$ cat config.mk
export PLATFORM = sky130hd
export DESIGN_NAME = demux_1_2_slot
export DESIGN_NICKNAME = d
export VERILOG_FILES = /design/src/rtl/fma_pkg.sv /design/src/rtl/out_slot.sv /design/src/rtl/demux_1_2_slot.sv
export SDC_FILE = /design/constraint.sdc
export NUM_CORES = 1
export LEC_CHECK = 0
export BUFFER_PORTS_ARGS = -buffer_cell sky130_fd_sc_hd__buf_2
export CAP_MARGIN = 30
export CORE_ASPECT_RATIO = 0.8
export CORE_MARGIN = 2
export CORE_UTILIZATION = 25
export CTS_CLUSTER_SIZE = 14
export DETAILED_ROUTE_END_ITERATION = 6
export PLACE_DENSITY = 0.48
export SYNTH_ARGS = -nofsm -noshare
export SYNTH_HDL_FRONTEND = slang
export SYNTH_SLANG_ARGS = --single-unit
$ cat constraint.sdc
create_clock -name clk -period 2.55 [get_ports clk]
set_input_delay 0.3825 -clock clk [delete_from_list [all_inputs] [get_ports clk]]
set_output_delay 0.3825 -clock clk [all_outputs]
set_load 0.005 [all_outputs]
$ cat src/rtl/fma_pkg.sv
// ============================================================================
// Module : fma_pkg
// Brief  : Shared constants and types for the FMA operand/result steering.
// Rev    : 1.0  initial release
// ============================================================================
`default_nettype none

package fma_pkg;

  localparam int   DATA_W   = 8;
  localparam logic SEL_OUT0 = 1'b0;
  localparam logic SEL_OUT1 = 1'b1;

  typedef enum logic {
    ST_EMPTY = 1'b0,
    ST_FULL  = 1'b1
  } slot_state_t;

endpackage

`default_nettype wire

$ cat src/rtl/out_slot.sv
// ============================================================================
// Module : out_slot
// Brief  : One-entry output register slot with valid/ready handshake.
//          Transfer counter present only when DEMUX_CNT_EN is defined.
// Rev    : 1.0  initial release
// ============================================================================
`default_nettype none

module out_slot
  import fma_pkg::*;
#(
  parameter int WIDTH = DATA_W,
  parameter int CNT_W = 16
) (
  input  logic             clk,
  input  logic             rst,
  input  logic             load,
  input  logic [WIDTH-1:0] din,
  input  logic             ready,
  output logic             valid,
  output logic [WIDTH-1:0] data
`ifdef DEMUX_CNT_EN
  ,
  output logic [CNT_W-1:0] cnt
`endif
);

  slot_state_t      r_state;
  logic [WIDTH-1:0] r_data;
  logic             w_drain;

  assign w_drain = (r_state == ST_FULL) & ready;
  assign valid   = (r_state == ST_FULL);
  assign data    = r_data;

  // A load always wins: it fills an empty slot or replaces a draining beat.
  always_ff @(posedge clk) begin
    if (rst) begin
      r_state <= ST_EMPTY;
      r_data  <= '0;
    end else if (load) begin
      r_state <= ST_FULL;
      r_data  <= din;
    end else if (w_drain) begin
      r_state <= ST_EMPTY;
    end
  end

  if (CNT_W < 1) begin : g_bad_cnt_w
    $error("out_slot: CNT_W must be at least 1");
  end

`ifdef DEMUX_CNT_EN
  logic [CNT_W-1:0] r_cnt;

  always_ff @(posedge clk) begin
    if (rst) begin
      r_cnt <= '0;
    end else if (w_drain) begin
      r_cnt <= r_cnt + 1'b1;
    end
  end

  assign cnt = r_cnt;
`endif

endmodule

`default_nettype wire

$ cat src/rtl/demux_1_2_slot.sv
// ============================================================================
// Module : demux_1_2_slot
// Brief  : Steers one result stream to one of two slotted destinations.
//          Optional per-output transfer counters: DEMUX_CNT_EN.
// Rev    : 1.0  initial release
// ============================================================================
`default_nettype none

module demux_1_2_slot
  import fma_pkg::*;
#(
  parameter int WIDTH = DATA_W,
  parameter int CNT_W = 16
) (
  input  logic             clk,
  input  logic             rst,
  input  logic             in_valid,
  output logic             in_ready,
  input  logic             in_sel,
  input  logic [WIDTH-1:0] in_data,
  output logic             out0_valid,
  input  logic             out0_ready,
  output logic [WIDTH-1:0] out0_data,
  output logic             out1_valid,
  input  logic             out1_ready,
  output logic [WIDTH-1:0] out1_data
`ifdef DEMUX_CNT_EN
  ,
  output logic [CNT_W-1:0] out0_cnt,
  output logic [CNT_W-1:0] out1_cnt
`endif
);

  logic w_sel_valid;
  logic w_sel_ready;
  logic w_accept;
  logic w_load0;
  logic w_load1;

  // Ready depends on the selected slot only, so the other slot drains freely.
  assign w_sel_valid = (in_sel == SEL_OUT1) ? out1_valid : out0_valid;
  assign w_sel_ready = (in_sel == SEL_OUT1) ? out1_ready : out0_ready;
  assign in_ready    = ~rst & (~w_sel_valid | w_sel_ready);
  assign w_accept    = in_valid & in_ready;
  assign w_load0     = w_accept & (in_sel == SEL_OUT0);
  assign w_load1     = w_accept & (in_sel == SEL_OUT1);

  out_slot #(
    .WIDTH (WIDTH),
    .CNT_W (CNT_W)
  ) u_slot0 (
    .clk   (clk),
    .rst   (rst),
    .load  (w_load0),
    .din   (in_data),
    .ready (out0_ready),
    .valid (out0_valid),
    .data  (out0_data)
`ifdef DEMUX_CNT_EN
    ,
    .cnt   (out0_cnt)
`endif
  );

  out_slot #(
    .WIDTH (WIDTH),
    .CNT_W (CNT_W)
  ) u_slot1 (
    .clk   (clk),
    .rst   (rst),
    .load  (w_load1),
    .din   (in_data),
    .ready (out1_ready),
    .valid (out1_valid),
    .data  (out1_data)
`ifdef DEMUX_CNT_EN
    ,
    .cnt   (out1_cnt)
`endif
  );

endmodule

`default_nettype wire

==> impl_summary.md, run 1 <==
STA
The final count of negative-setup-slack endpoints is 0. In this run the tightest slew margin relative to its limit is 60.9%. The max-slew violation count is 0.

The clock period could shrink to roughly 1500 ps. Setup repair after global routing left no endpoint under its margin. Of the available clock period, the critical path in the final layout requires between 50 and 60%. Between clock sinks in the finished design, the worst skew comes to ~0.75 ps. The worst-case hold slack is around 380 ps.

Summed over all failing endpoints, the final setup total negative slack is 0 ps. At the pin with the least slew margin, the transition time is just under 600 ps. Derived from the worst setup path, the maximum achievable clock frequency is ~660 MHz. The total count of hold-check failures in the final report is 0.

Critical path
In this run the register-to-register setup slack is approximately 1300 ps. The worst path arrival time is between 1000 and 1500 ps. The worst endpoint required time is between 2000 and 2500 ps.

The largest driver fanout on the critical path is 3. The category of the worst setup path capture point is a primary output. The sort of element at the start of the critical path is a flop. The setup path with the least slack is of type reg -> out.

Floorplanning
The core region is roughly 3100 µm². The initial core utilization is 26.5%. The row count is 18. From left edge to right edge, the die measures between 60 and 70 µm. The floorplan die area is around 3800 µm².

33 I/O pins were placed. The vertical extent of the die is about 55 µm.

Layout
The count of inserted antenna diode cells is 0. In the final layout, flip-flops and latches occupy 360 µm². The relative area change from synthesis to final layout is 26.4%. The post-route netlist has a little over half of its cells at a drive strength greater than 1. In the final layout, the multi-input gates occupy a little over 400 µm².

The final net count is 120. The fill cell total of the finished layout is ~340.

Clock tree
Clock tree synthesis inserted a total of 3 buffers. The number of gates given a new drive strength after cts is 0. Hold repair after CTS inserted 0 buffers. The clock passes through at most 2 buffers. The tree is rooted in a sky130_fd_sc_hd__clkbuf_8. The clock tree from TritonCTS is built.

The clock transition at the registers of the reported paths is 70 ps. The clock latency at the later pin of the worst-skew pair is about 250 ps. The clock drives 18 sinks. CTS built an H-tree with a depth of 1. In this run the post-CTS setup repair buffer count came out at 0.

Routing
The routed length per instance is approximately 12 µm. The routed layout has approximately 620 vias. The number of nets still failing antenna checks after routing is 0. The number of detailed-routing iterations run before antenna repair is 4. The final routed DRC violation total is 0. The violation count after the first detailed-route iteration is 7. The routed design has ~1700 µm of wire. Dividing the detail-routed via count by the number of cells gives roughly 4.2.

Pwr
The leakage dissipation is a little over 0.5 nW. IR analysis of the VDD net gives a maximum drop of between 0.0002 and 0.00025 V. Sequential cells burn between 40% and 50% of the power. Of the total power, the clock network draws 37.7%.

In this run the power density over the cells is slightly below 600 nW/µm². The internal power consumption is 0.477 mW. The net switching power figure is 0.134 mW. The share of total power in combinational logic is 12.6%. The switching power share of the total is around 22%.

Hold path
The tightest min-delay check is of the in -> reg type.

Status
The flow ran to the end, and the final reports show no timing, DRC or antenna violations.

Placement
Routability-driven placement finished with a final weighted congestion of 0.706. The detailed-placement wirelength estimate is approximately 1200 µm. The number of buffer cells added on primary ports is 32.

Synthesis
The synthesized design contains 0 enable-type register cells. The netlist uses 16 different library cells. The mapped netlist covers between 800 and 900 µm². Summed over its instances, the top area cell type makes up 43.8% of the synthesized netlist area.

Counting flops with an async set or reset pin after synthesis yields a share of 0%. During synthesis, Yosys emitted a total of 0 warnings. The share of the Yosys chip area taken by registers is 43.8%.

The mean post-synth cell area is between 10 and 15 µm². The cell with the most instances after synthesis is sky130_fd_sc_hd__dfxtp_1. The biggest area consumer among synthesized cells is sky130_fd_sc_hd__dfxtp_1. Synthesis produced 75 cells. The commonest cells after synthesis are 18 x sky130_fd_sc_hd__dfxtp_1, 10 x sky130_fd_sc_hd__nand2b_1, 9 x sky130_fd_sc_hd__nor2b_1. Counting every net in the synthesized netlist gives 89. The flop and latch count out of synthesis is 18. Sorting the synthesized cells by area gives the leading types as sky130_fd_sc_hd__dfxtp_1 44%, sky130_fd_sc_hd__mux2_4 15%, sky130_fd_sc_hd__a31o_2 8.5%, sky130_fd_sc_hd__nand2b_1 7.6%, sky130_fd_sc_hd__nor2b_1 6.8%. In the synthesized netlist the dominant register cell turns out to be sky130_fd_sc_hd__dfxtp_1.

GRT
The number of antenna violations at the first check in global routing is 0. For this run, the total global-route usage over all layers was measured as between 9 and 10%. Entering global routing, the biggest net connects 22 pins. The via count of the first global-routing pass is approximately 540. The first-pass GRT wire length is roughly 2600 µm. The overflow left after global routing is 0.

Run
The number of maximum-capacitance constraint violations is 0.
## layout make-up
class | count | area share, %
clock buffers | 4 | 5.29
well taps | 40 | 4.81
repair buffers | 32 | 15.4
multi-input cells | 51 | 39.9
flip-flops and latches | 18 | 34.6
## placed cells by master (no fill, tap or decap)
master,count
sky130_fd_sc_hd__dfxtp_1,18
sky130_fd_sc_hd__and3b_1,1
sky130_fd_sc_hd__a21oi_2,1
sky130_fd_sc_hd__clkbuf_8,4
sky130_fd_sc_hd__buf_2,32
sky130_fd_sc_hd__nor2b_1,9
sky130_fd_sc_hd__nor3b_4,1
sky130_fd_sc_hd__a31o_2,8
sky130_fd_sc_hd__a21oi_1,8
sky130_fd_sc_hd__nor2_1,3
sky130_fd_sc_hd__mux2_4,8
sky130_fd_sc_hd__nand2b_1,10
sky130_fd_sc_hd__nand2_4,1
sky130_fd_sc_hd__a211oi_1,1
## metal layers
layer  up-vias  global-route usage, %  routed length [µm]
li1        317                      -                   -
met4         0                   3.43                  19
met5         -                      0                   0
met2        26                   12.1                 668
met3         2                   4.68                 163
met1       270                   12.5                 854
## flip-flops by register name (all words and copies together) (netlist names)
signal,count
u_slot0.data,8
u_slot1.data,8
u_slot0.valid,1
u_slot1.valid,1
## through the flow
| step | total power [mW] | cells | instance area (µm²) | util (%) | setup WS, ps |
|---|---|---|---|---|---|
| 6_report | 0.611 | 145 | 1040 | 33.5 | 1040 |
| 4_1_cts | 0.623 | 145 | 1040 | 33.5 | 1030 |
| 2_1_floorplan | 0.357 | 75 | 823 | - | 1290 |
| 5_1_grt | 0.642 | 145 | 1040 | 33.5 | 943 |
| 3_5_place_dp | 0.388 | 141 | 986 | 31.7 | 790 |
| 3_3_place_gp | 0.387 | 141 | 986 | 31.7 | 849 |
## power groups by stage
stage	Sequential (mW)	Clock, mW	Combinational (mW)
floorplan	0.311	0	0.0463
global placement	0.310	0	0.0768
detailed placement	0.310	0	0.0778
CTS	0.304	0.241	0.0784
global route	0.305	0.252	0.0850
finish	0.304	0.230	0.0770
## cells by family after synthesis
| family | Yosys count | share of synthesized area [%] |
|---|---|---|
| AND/OR/NAND/NOR | 25 | 20.5 |
| multiplexers | 8 | 14.6 |
| buffers and inverters | 6 | 5.77 |
| AO/OA/AOI/OAI | 18 | 15.4 |
| flip-flops | 18 | 43.8 |
## critical path: stages, from the launching register on
cell	delay [ps]
sky130_fd_sc_hd__dfxtp_1	310
sky130_fd_sc_hd__nand2b_1	150
sky130_fd_sc_hd__nor2_1	60
sky130_fd_sc_hd__a211oi_1	220
sky130_fd_sc_hd__buf_2	150
## final timing paths
| path | from | to | cells past startpoint |
|---|---|---|---|
| worst max-delay path | u_slot0.valid | in_ready | 4 |
| worst min-delay path | in_data[2] | u_slot0.data[2] | 2 |
| worst max register to register | u_slot1.valid | u_slot1.data[1] | 3 |
| worst min register to register | u_slot0.valid | u_slot0.valid | 2 |
No activity file was read; power rests on OpenSTA's default activity.
==> inputs of run 2 (changes only) <==
Clock period 2.55 ns to 1.46 ns, I/O delays scaled along.
==> impl_summary.md, run 2 (synthesis results as in run 1) <==
STA
The share of the cycle needed by the critical path after routing is 87.6%. The normalized max-slew margin came to 87.8% (+27 points). The final count of negative-setup-slack endpoints was 0 (unchanged). The total count of hold-check failures in the final report is 0 (unchanged).

After layout, the minimum clock period comes to ~1300 ps. The max-slew violation count was 0 (unchanged). The actual slew at the worst max-slew pin is 183 ps (-403 ps).

The clock tree skew after final layout is 1.07 ps (+0.321 ps). The maximum clock frequency is 782 MHz. Setup repair after global routing left no endpoint under its margin.

The final sum of negative setup slack is 0 ps (unchanged).

Clock tree
TritonCTS built the clock tree. The maximum count of clock buffers along a single path is 2 (unchanged). The clock latency at the later pin of the worst-skew pair was 250 ps (about the same). The tree is rooted in a sky130_fd_sc_hd__clkbuf_8. The number of levels the H-tree was split into is 1 (unchanged). The number of gates given a new drive strength after cts is 0 (unchanged). The number of buffers inserted during clock tree synthesis was 3 (unchanged).

The cts-stage hold buffer count came to 0 (unchanged). The clock transition at the registers of the reported paths was 60 ps (about the same). The number of buffers added for setup after CTS is 0 (unchanged). The number of sinks driven by the clock tree is 18 (unchanged).

Layout
The area growth from synthesis to layout is 32.5%. The fraction of final layout cells sized beyond drive strength 1 is 54.5% (+2.2 points). Leaving out fill and tap cells, the most frequent cell in the layout is sky130_fd_sc_hd__buf_2. The final cell area excluding filler cells is 1090 µm² (+4.8%). The final net count is 125 (+4.2%). The fill cell total of the finished layout is 338 (-0.29%). The multi-input logic area is 415 µm² (unchanged). The register area is 360 µm² (unchanged). In the layout the commonest cells are 32 x sky130_fd_sc_hd__buf_2, 18 x sky130_fd_sc_hd__dfxtp_1, 10 x sky130_fd_sc_hd__nand2b_1, 9 x sky130_fd_sc_hd__nor2b_1. The count of inserted antenna diode cells came to 0 (unchanged).

Pwr
The leakage dissipation came to 0.530 nW (+5.3%). The internal power consumption is 0.843 mW (+77%). The net switching power figure is 0.229 mW (+71%).

The share of total power in combinational logic came to 13.7% (+1.1 points). The sequential share of power was 49.5% (-0.2 points). The maximum vdd drop is 0.000435 V (+92%).

The total power density per cell area is 982 nW/µm² (+67%). The power after layout is 1.07 mW (+75%). The switching power share of the total came to 21.4% (-0.50 points). The relative contribution of the clock network to total power is 36.8% (-0.9 points).

GRT
The pin count of the biggest net entering global routing is 18 (-18%). The number of antenna violations at the first check in global routing was 0 (unchanged). The overall fraction of global-route tracks in use is 10.6% (+1.4 points). The overflow left after global routing is 0 (unchanged). The first-pass GRT wire length is 2930 µm (+14%). The via count of the first global-routing pass is 614 (+14%).

Critical path
The largest individual stage delay along the critical path comes from the cell sky130_fd_sc_hd__dfxtp_1. The worst endpoint required time is 1240 ps (-930 ps). Walking the worst path, the cells encountered are nor2b_1 > a211oi_1 > buf_2. The largest driver fanout on the critical path is 3 (unchanged). The worst setup path is launched from a flop. The category of the worst setup path capture point is a primary output. The worst path arrival time was 1060 ps (-70 ps). The critical path is of the reg -> out type. The largest incremental delay on the critical path is 310 ps (about the same).

Routing
The mean number of vias per cell is 4.22 (-0.50%). The number of nets still failing antenna checks after routing is 0 (unchanged). The overall routed net length is 1840 µm (+7.6%). The number of detailed-routing iterations run before antenna repair is 2 (-2). The final routed DRC violation total is 0 (unchanged). The met2 wirelength from detailed routing was 747 µm (+12%). The amount of wire on met3 after detailed routing is 176 µm (+8.0%).

The violation count after the first detailed-route iteration was 18 (+11). The wire length on met1 was 884 µm (+3.5%). The routed length per instance is 12.2 µm (+4.0%). The detailed-route via count was 633 (+2.9%). The uppermost layer routed is met4.

Placement
The detailed-placement wirelength estimate is 1340 µm (+11%). The post-place instance area is 1030 µm² (+4.3%). The placer congestion estimate is 0.669 (-5.2%). The number of buffer cells added on primary ports is 32 (unchanged).

Floorplanning
The row count is 18 (unchanged). The vertical extent of the die was 55.3 µm (unchanged). The chip width came to 68.2 µm (unchanged). The floorplan die area was 3770 µm² (unchanged). The initial core utilization is 26.5% (unchanged).

The floorplan core area is 3110 µm² (unchanged). The top-level I/O count came to 33 (unchanged).

Status
The run finished with clean final reports.

Hold path
The worst hold path belongs to the class in -> reg.

Run
The number of maximum-capacitance constraint violations came to 0 (unchanged).
-- run 2: changes by cell type in the layout (fill, tap and decap cells not counted), sizes merged --
cell and change:
buf +5
-- run 2: through the flow --
stage | worst slack [ps] | utilization (%) | instances | hold slack, ps
2_1_floorplan | 361 | - | 75 | 362
3_3_place_gp | 293 | 33.1 | 145 | 466
3_5_place_dp | 279 | 33.1 | 145 | 471
4_1_cts | 108 | 34.9 | 149 | 206
5_1_grt | 43.9 | 35.1 | 150 | 196
6_report | 181 | 35.1 | 150 | 213
-- run 2: metal layers --
layer  vias to the layer above  GRT usage (%)
met4                         0           4.29
li1                        328              -
met2                        25           14.1
met5                         -              0
met3                         2           4.68
met1                       278           14.5
-- run 2: power by group through the flow --
stage / sequential, mW / combinational [mW] / clock (mW)
2_1_floorplan: 0.543 / 0.0808 / 0
3_3_place_gp: 0.541 / 0.145 / 0
3_5_place_dp: 0.542 / 0.148 / 0
4_1_cts: 0.531 / 0.148 / 0.414
5_1_grt: 0.534 / 0.162 / 0.443
6_report: 0.531 / 0.147 / 0.394
-- run 2: worst paths after layout --
check | startpoint | to | slack, ps | cells after the start
worst max-delay path | u_slot1.valid | in_ready | 180 | 3
worst min-delay path | in_data[0] | u_slot0.data[0] | 210 | 2
worst max register to register | u_slot0.valid | u_slot0.data[3] | 340 | 4
worst min register to register | u_slot1.data[2] | u_slot1.data[2] | 600 | 3
-- run 2: layout make-up --
cell class / count / area share [%]
multi-input combinational: 51 / 38.1
sequential: 18 / 33.0
timing repair buffer: 37 / 19.3
clock buffer: 4 / 5.05
tap: 40 / 4.59
-- run 2: critical path, delay by kind of cell (launching register included) --
kind / cells / cell delay, ps
buffers and inverters: 1 / 150
AOI/OAI and AO/OA: 1 / 210
DFF: 1 / 310
and+or+nand+nor: 1 / 140
